<file path="config.mk">
export PLATFORM = sky130hd
export DESIGN_NAME = alu_input_seq
export DESIGN_NICKNAME = d
export VERILOG_FILES = /design/src/rtl/alu_input_seq.sv
export SDC_FILE = /design/constraint.sdc
export NUM_CORES = 1
export LEC_CHECK = 0
export CAP_MARGIN = 20
export CORE_UTILIZATION = 50
export CTS_CLUSTER_SIZE = 14
export DETAILED_ROUTE_END_ITERATION = 16
export HOLD_SLACK_MARGIN = 0.08
export PLACE_DENSITY = 0.78
export SYNTH_ARGS = -nofsm -noshare
export SYNTH_HDL_FRONTEND = slang
export SYNTH_SLANG_ARGS = --single-unit
</file>
<file path="constraint.sdc">
create_clock -name clk -period 3.7 [get_ports clk]
set_input_delay 0.555 -clock clk [delete_from_list [all_inputs] [get_ports clk]]
set_output_delay 0.555 -clock clk [all_outputs]
set_load 0.01 [all_outputs]
</file>
<file path="src/rtl/alu_input_seq.sv">
// rtl/alu_input_seq.sv - Debounced button sequencer collecting ALU operands A, B and opcode.
// A synchronized, debounced confirm button steps a four-stage FSM that latches switch values.

module alu_input_seq #(
    parameter int DB_CYCLES = 16
) (
    input  logic       clk,
    input  logic       rst,
    input  logic [3:0] sw,
    input  logic       btn,
    input  logic       clr,
    input  logic       rdy,
    output logic [3:0] a,
    output logic [3:0] b,
    output logic [2:0] op,
    output logic       valid,
    output logic [1:0] stage
);

    localparam int CW = $clog2(DB_CYCLES);
    localparam logic [CW-1:0] CNT_MAX = CW'(DB_CYCLES - 1);

    typedef enum logic [1:0] {
        GET_A   = 2'd0,
        GET_B   = 2'd1,
        GET_OP  = 2'd2,
        PRESENT = 2'd3
    } state_t;

    logic          btn_m;
    logic          btn_s;
    logic          stable;
    logic          stable_d;
    logic [CW-1:0] cnt;
    logic          press;

    state_t        state;
    state_t        state_n;
    logic [3:0]    a_n;
    logic [3:0]    b_n;
    logic [2:0]    op_n;
    logic          valid_n;

    // Synchronizer and debouncer are deliberately untouched by clr.
    always_ff @(posedge clk or posedge rst) begin
        if (rst) begin
            btn_m    <= 1'b0;
            btn_s    <= 1'b0;
            stable   <= 1'b0;
            stable_d <= 1'b0;
            cnt      <= '0;
        end else begin
            btn_m    <= btn;
            btn_s    <= btn_m;
            stable_d <= stable;
            if (btn_s == stable) begin
                cnt <= '0;
            end else if (cnt == CNT_MAX) begin
                stable <= ~stable;
                cnt    <= '0;
            end else begin
                cnt <= cnt + 1'b1;
            end
        end
    end

    assign press = stable & ~stable_d;

    always_ff @(posedge clk or posedge rst) begin
        if (rst) begin
            state <= GET_A;
            a     <= 4'd0;
            b     <= 4'd0;
            op    <= 3'd0;
            valid <= 1'b0;
        end else begin
            state <= state_n;
            a     <= a_n;
            b     <= b_n;
            op    <= op_n;
            valid <= valid_n;
        end
    end

    always_comb begin
        state_n = state;
        a_n     = a;
        b_n     = b;
        op_n    = op;
        if (clr) begin
            state_n = GET_A;
            a_n     = 4'd0;
            b_n     = 4'd0;
            op_n    = 3'd0;
        end else begin
            case (state)
                GET_A: begin
                    if (press) begin
                        a_n     = sw;
                        state_n = GET_B;
                    end
                end
                GET_B: begin
                    if (press) begin
                        b_n     = sw;
                        state_n = GET_OP;
                    end
                end
                GET_OP: begin
                    if (press) begin
                        op_n    = sw[2:0];
                        state_n = PRESENT;
                    end
                end
                PRESENT: begin
                    // Presses here are dropped; only rdy leaves this state.
                    if (rdy) begin
                        state_n = GET_A;
                    end
                end
                default: state_n = GET_A;
            endcase
        end
        valid_n = (state_n == PRESENT);
    end

    assign stage = state;

endmodule

</file>
======== After elaboration in Yosys (flattened, before gate mapping) ========
Index checks and enable logic that the tools add are counted.
word-level totals
  output and inout port bits .............. 14
  register bits ........................... 22
  bits of input ports ..................... 9
operators by class
  reductions and logical operators ........ 9
  mux-type cells .......................... 16
  add/subtract/negate cells ............... 1
  equality and inequality tests ........... 6
  bitwise operators ....................... 4
operators with widths
  operator               number
  $mux W4                7
  $mux W2                5
  $mux W3                3
  $pmux W2 S4            1
  $reduce_and A2 Y1      4
  $reduce_bool A2 Y1     4
  $eq A2 B2 Y1 const B   3
  $add A4 B1 Y4 const B  1
  $eq A4 B4 Y1 const B   1
  $not A1 Y1             3
  $eq A2 B1 Y1 const B   1
  $logic_not A2 Y1       1
  $and A1 B1 Y1          1
  $eq A1 B1 Y1           1

======== Depth between registers and ports, before layout ========
  word-level depth ........................ 6
  mapped depth ............................ 5

======== Worst setup path before layout ========
Ideal clock, no wire load.
  path kind ............................... flip-flop to flip-flop
  from .................................... register state[0], in the netlist stage[0]
  to ...................................... register a[0]
  arrival time ............................ 1.184 ns
  setup slack ............................. 2.384 ns
  buffers on the path ..................... 1
  period minus slack after synthesis ...... 1.316 ns
  library setup time ...................... 0.132 ns
  data required time ...................... 3.568 ns
  stages on the path, launching flop included .. 5
  cells stage by stage .................... dfrtp_1 buf_6 nor4b_4 mux2i_1 nor2_1
between the ends
  longest elaborated chain between the ends .. 3
RTL lines
  what                          RTL line  source
  start: declaration            37        state_t state;
  start signal: assignment      77        state <= state_n;
  $logic_not A2 Y1              96        case (state)
  $reduce_bool A2 Y1 (no line)  --
  $reduce_and A2 Y1 (no line)   --
  end signal: assignment        78        a <= a_n;
  end: declaration              13        output logic [3:0] a,
No other way between the ends.
A chain may end at the register's enable or synchronous reset.

======== Worst setup path in the final report ========
  from .................................... register state[0], in the netlist stage[0]
  to ...................................... output stage[0]
RTL lines
  what              RTL line  source
  end: declaration  17        output logic [1:0] stage
No word-level cell between the ends.

==> tab_implementation.tex <==
\begin{tabular}{lr}
\hline
Metric & Value \\
\hline
\multicolumn{2}{l}{\textbf{Pwr}} \\
\quad Worst VDD drop & 292 µV \\
\quad Pwr per Cell Area & 332 mW/mm² \\
\quad Leak Pwr & 0.489 nW \\
\multicolumn{2}{l}{\textbf{Route}} \\
\quad Post-detailed-route DRC marker count & 0 \\
\quad DR vias & 615 \\
\quad Average wire per standard cell & 12.5 µm \\
\quad Total Wirelength & 1530 µm \\
\quad Antenna viol nets, final & 0 \\
\quad DRT Pass-1 Iters & 4 \\
\quad Drt via density & 5.00 \\
\quad Number of violations reported at the end of detailed-routing iteration 0 & 6 \\
\multicolumn{2}{l}{\textbf{Clock tree}} \\
\quad Number of buffers created by CTS & 3 \\
\quad Clk root buf & sky130\_fd\_sc\_hd\_\_clkbuf\_4 \\
\quad Source-to-sink clock delay at the later pin of the worst-skew pair & 0.30 ns \\
\quad Largest buffer count on any clock path & 2 \\
\quad Number of gates resized after cts & 0 \\
\quad Total of hold buffers inserted after clock tree synthesis & 0 \\
\quad CTS clk-pin slew, worst paths & 0.11 ns \\
\quad Clock tree from TritonCTS & done \\
\quad Level count of the clock H-tree & 1 \\
\quad Number of clock sinks & 22 \\
\quad Setup Fix Bufs, Post-CTS & 0 \\
\multicolumn{2}{l}{\textbf{Timing}} \\
\quad Hold violation count in the final report & 0 \\
\quad Post-layout min period & 1.97 ns \\
\quad Number of pins with negative max-slew slack in the final report & 0 \\
\quad Final Skew & 0.00159 ns \\
\quad Hold Slack & 0.361 ns \\
\quad Unrepaired setup endpoints after global routing & no \\
\quad Setup total negative slack & 0 ns \\
\quad Post-route fraction of the period consumed by the critical path & 0.531 \\
\quad Rel. slew slack & 0.473 \\
\quad \# setup viols final & 0 \\
\quad Highest clock frequency the design can meet & 509 MHz \\
\quad Worst-Margin Slew & 0.789 ns \\
\multicolumn{2}{l}{\textbf{Logic synthesis}} \\
\quad Synth area leaders & sky130\_fd\_sc\_hd\_\_dfrtp\_1 59\%, sky130\_fd\_sc\_hd\_\_mux2i\_1 12\%, sky130\_fd\_sc\_hd\_\_nor2\_1 5.2\% \\
\quad Avg Synthesized Cell Area & 12.4 µm² \\
\quad Post-synthesis sequential area ratio & 0.591 \\
\quad Number of storage elements in the synthesis netlist & 22 \\
\quad Top-area cell type share of the netlist area & 0.591 \\
\quad Mapped Area & 932 µm² \\
\quad Net count of the mapped netlist & 85 \\
\quad Number of instances in the synthesized netlist & 75 \\
\quad Ys flop type & sky130\_fd\_sc\_hd\_\_dfrtp\_1 \\
\quad Number of enable-type register cells in the synthesized netlist & 0 \\
\quad Synth cell types & 25 \\
\quad Ranking of synthesized cells by instance count & 22 x sky130\_fd\_sc\_hd\_\_dfrtp\_1, 13 x sky130\_fd\_sc\_hd\_\_nor2\_1, 11 x sky130\_fd\_sc\_hd\_\_mux2i\_1, 4 x sky130\_fd\_sc\_hd\_\_a21oi\_1 \\
\quad Count leader, synth & sky130\_fd\_sc\_hd\_\_dfrtp\_1 \\
\quad Yosys top cell by area & sky130\_fd\_sc\_hd\_\_dfrtp\_1 \\
\quad Synthesis Warnings & 0 \\
\quad Fraction of registers with async set or reset after synthesis & 1.00 \\
\multicolumn{2}{l}{\textbf{Setup path}} \\
\quad Register-to-Register Setup Slack & 2.30 ns \\
\quad Crit. End Element & output pin \\
\quad WP data arrival & 1.41 ns \\
\quad Peak per-stage delay on the critical path & 0.59 ns \\
\quad Largest delay share family, worst path & buffers and inverters \\
\quad Startpoint type of the worst setup path & register \\
\quad Buf+Inv Stages, Crit Path & 1 \\
\quad Critical path's slowest cell & sky130\_fd\_sc\_hd\_\_clkdlybuf4s50\_1 \\
\quad Worst reg2reg endpoint & a[1] \\
\quad Crit Path Class & register to output pin \\
\quad List of cells traversed by the critical path & clkdlybuf4s50\_1 \\
\quad Worst R2R Path Depth & 3 \\
\quad Critical path data required time & 3.14 ns \\
\quad Peak fanout along the critical path & 9 \\
\quad Worst reg2reg path startpoint & stage[0] \\
\multicolumn{2}{l}{\textbf{Place}} \\
\quad Post-DP Area & 0.00116 mm² \\
\quad Final estimated routing congestion in global placement & 0.746 \\
\quad Detail Placement HPWL & 1110 µm \\
\quad Port Buf Inserts & 22 \\
\multicolumn{2}{l}{\textbf{Global routing}} \\
\quad Overall fraction of global-route tracks in use & 0.183 \\
\quad Largest net degree at the start of global routing & 23 \\
\quad Global route total overflow & 0 \\
\quad Via count of the first global-routing pass & 606 \\
\quad Number of antenna violations at the first check in global routing & 0 \\
\quad Wire length of the first global-routing pass & 2650 µm \\
\multicolumn{2}{l}{\textbf{Die}} \\
\quad Vertical extent of the die & 45.2 µm \\
\quad Effective utilization at floorplan & 0.534 \\
\quad Count of pins on the block boundary & 23 \\
\quad Die outline area & 0.00204 mm² \\
\quad Die boundary width & 45.2 µm \\
\quad Placement Rows & 15 \\
\quad Area of the core region & 0.00175 mm² \\
\multicolumn{2}{l}{\textbf{Final layout}} \\
\quad Signed area change from the synthesized netlist to the final layout & 28.7\% \\
\quad Share of cells above drive strength 1 & 0.0816 \\
\quad Fin area & 0.00120 mm² \\
\quad Layout fillers & 138 \\
\quad Count of nets after finishing & 109 \\
\quad Number of diodes & 0 \\
\multicolumn{2}{l}{\textbf{Hold path}} \\
\quad Worst Hold Class & register to register \\
\quad Min-Delay Endpoint & btn\_s \\
\quad Launch instance of the worst min-delay path & btn\_m \\
\quad Cell depth of the worst min-delay path & 0 \\
\multicolumn{2}{l}{\textbf{Status}} \\
\quad Result of the run & completed \\
\multicolumn{2}{l}{\textbf{Job}} \\
\quad Max cap viols & 0 \\
\hline
\end{tabular}
-- where the power goes --
group / switching (W) / internal, W / total, W
Sequential: 0.00000336 / 0.000244 / 0.000247
Combinational: 0.0000117 / 0.0000117 / 0.0000234
Clock: 0.0000670 / 0.0000600 / 0.000127
-- routing by layer --
metal	global-route usage	vias up	wire [µm]	part of all wire
li1	-	301	-	-
met1	0.248	293	751	0.49
met2	0.290	17	702	0.46
met3	0.0240	4	61	0.040
met4	0.0909	0	18	0.012
met5	0	-	0	0
-- through the flow --
step / instances / total power [W] / setup slack [ns] / util
6_report: 123 / 0.000398 / 1.73 / 0.687
5_1_grt: 123 / 0.000415 / 1.65 / 0.687
4_1_cts: 123 / 0.000404 / 1.72 / 0.687
3_5_place_dp: 119 / 0.000276 / 2.05 / 0.667
3_3_place_gp: 119 / 0.000275 / 2.07 / 0.667
2_1_floorplan: 75 / 0.000263 / 2.38 / -
-- state kept, by name, indices dropped and copies added (netlist names) --
signal / flops
stable: 1
stable_d: 1
stage: 2
btn_m: 1
btn_s: 1
op: 3
b: 4
valid: 1
a: 4
cnt: 4
-- cell usage in the layout (no fill, tap or decap), types with 2 or more instances in the layout --
master	count
sky130_fd_sc_hd__clkbuf_4	3
sky130_fd_sc_hd__nand3b_1	2
sky130_fd_sc_hd__xnor2_1	2
sky130_fd_sc_hd__mux2i_1	11
sky130_fd_sc_hd__dfrtp_1	22
sky130_fd_sc_hd__inv_1	2
sky130_fd_sc_hd__clkdlybuf4s50_1	22
sky130_fd_sc_hd__nor2_1	13
sky130_fd_sc_hd__nand2b_1	2
sky130_fd_sc_hd__a21oi_1	4
-- layout make-up --
| class | instances | area (µm²) | area share |
|---|---|---|---|
| Timing Repair Buffer | 22 | 220 | 0.184 |
| Tap cell | 25 | 31.3 | 0.0261 |
| Multi-Input combinational cell | 48 | 354 | 0.295 |
| Sequential cell | 22 | 551 | 0.459 |
| Inverter | 2 | 7.51 | 0.00626 |
| Clock buffer | 4 | 36.3 | 0.0302 |
-- how the worst max path moves through the flow --
stage                         from        to  depth (start not counted)  slack, ns
after floorplan           stage[0]      a[0]                          4       2.38
after global routing      stage[0]  stage[0]                          1       1.65
after detailed placement       clr     valid                          3       2.05
after CTS                 stage[0]  stage[0]                          1       1.72
after global placement         clr     valid                          3       2.07
final                     stage[0]  stage[0]                          1       1.73
-- cells by family after synthesis --
| logic type | after synthesis | share of synthesized area |
|---|---|---|
| AOI/OAI and AO/OA | 7 | 0.0430 |
| adders and majority gates | 1 | 0.0134 |
| and+or+nand+nor | 26 | 0.174 |
| xor gates and xnor gates | 2 | 0.0188 |
| muxes | 12 | 0.130 |
| buffers and inverters | 5 | 0.0295 |
| DFF | 22 | 0.591 |
Note: power is estimated with default switching activity, not from simulation.
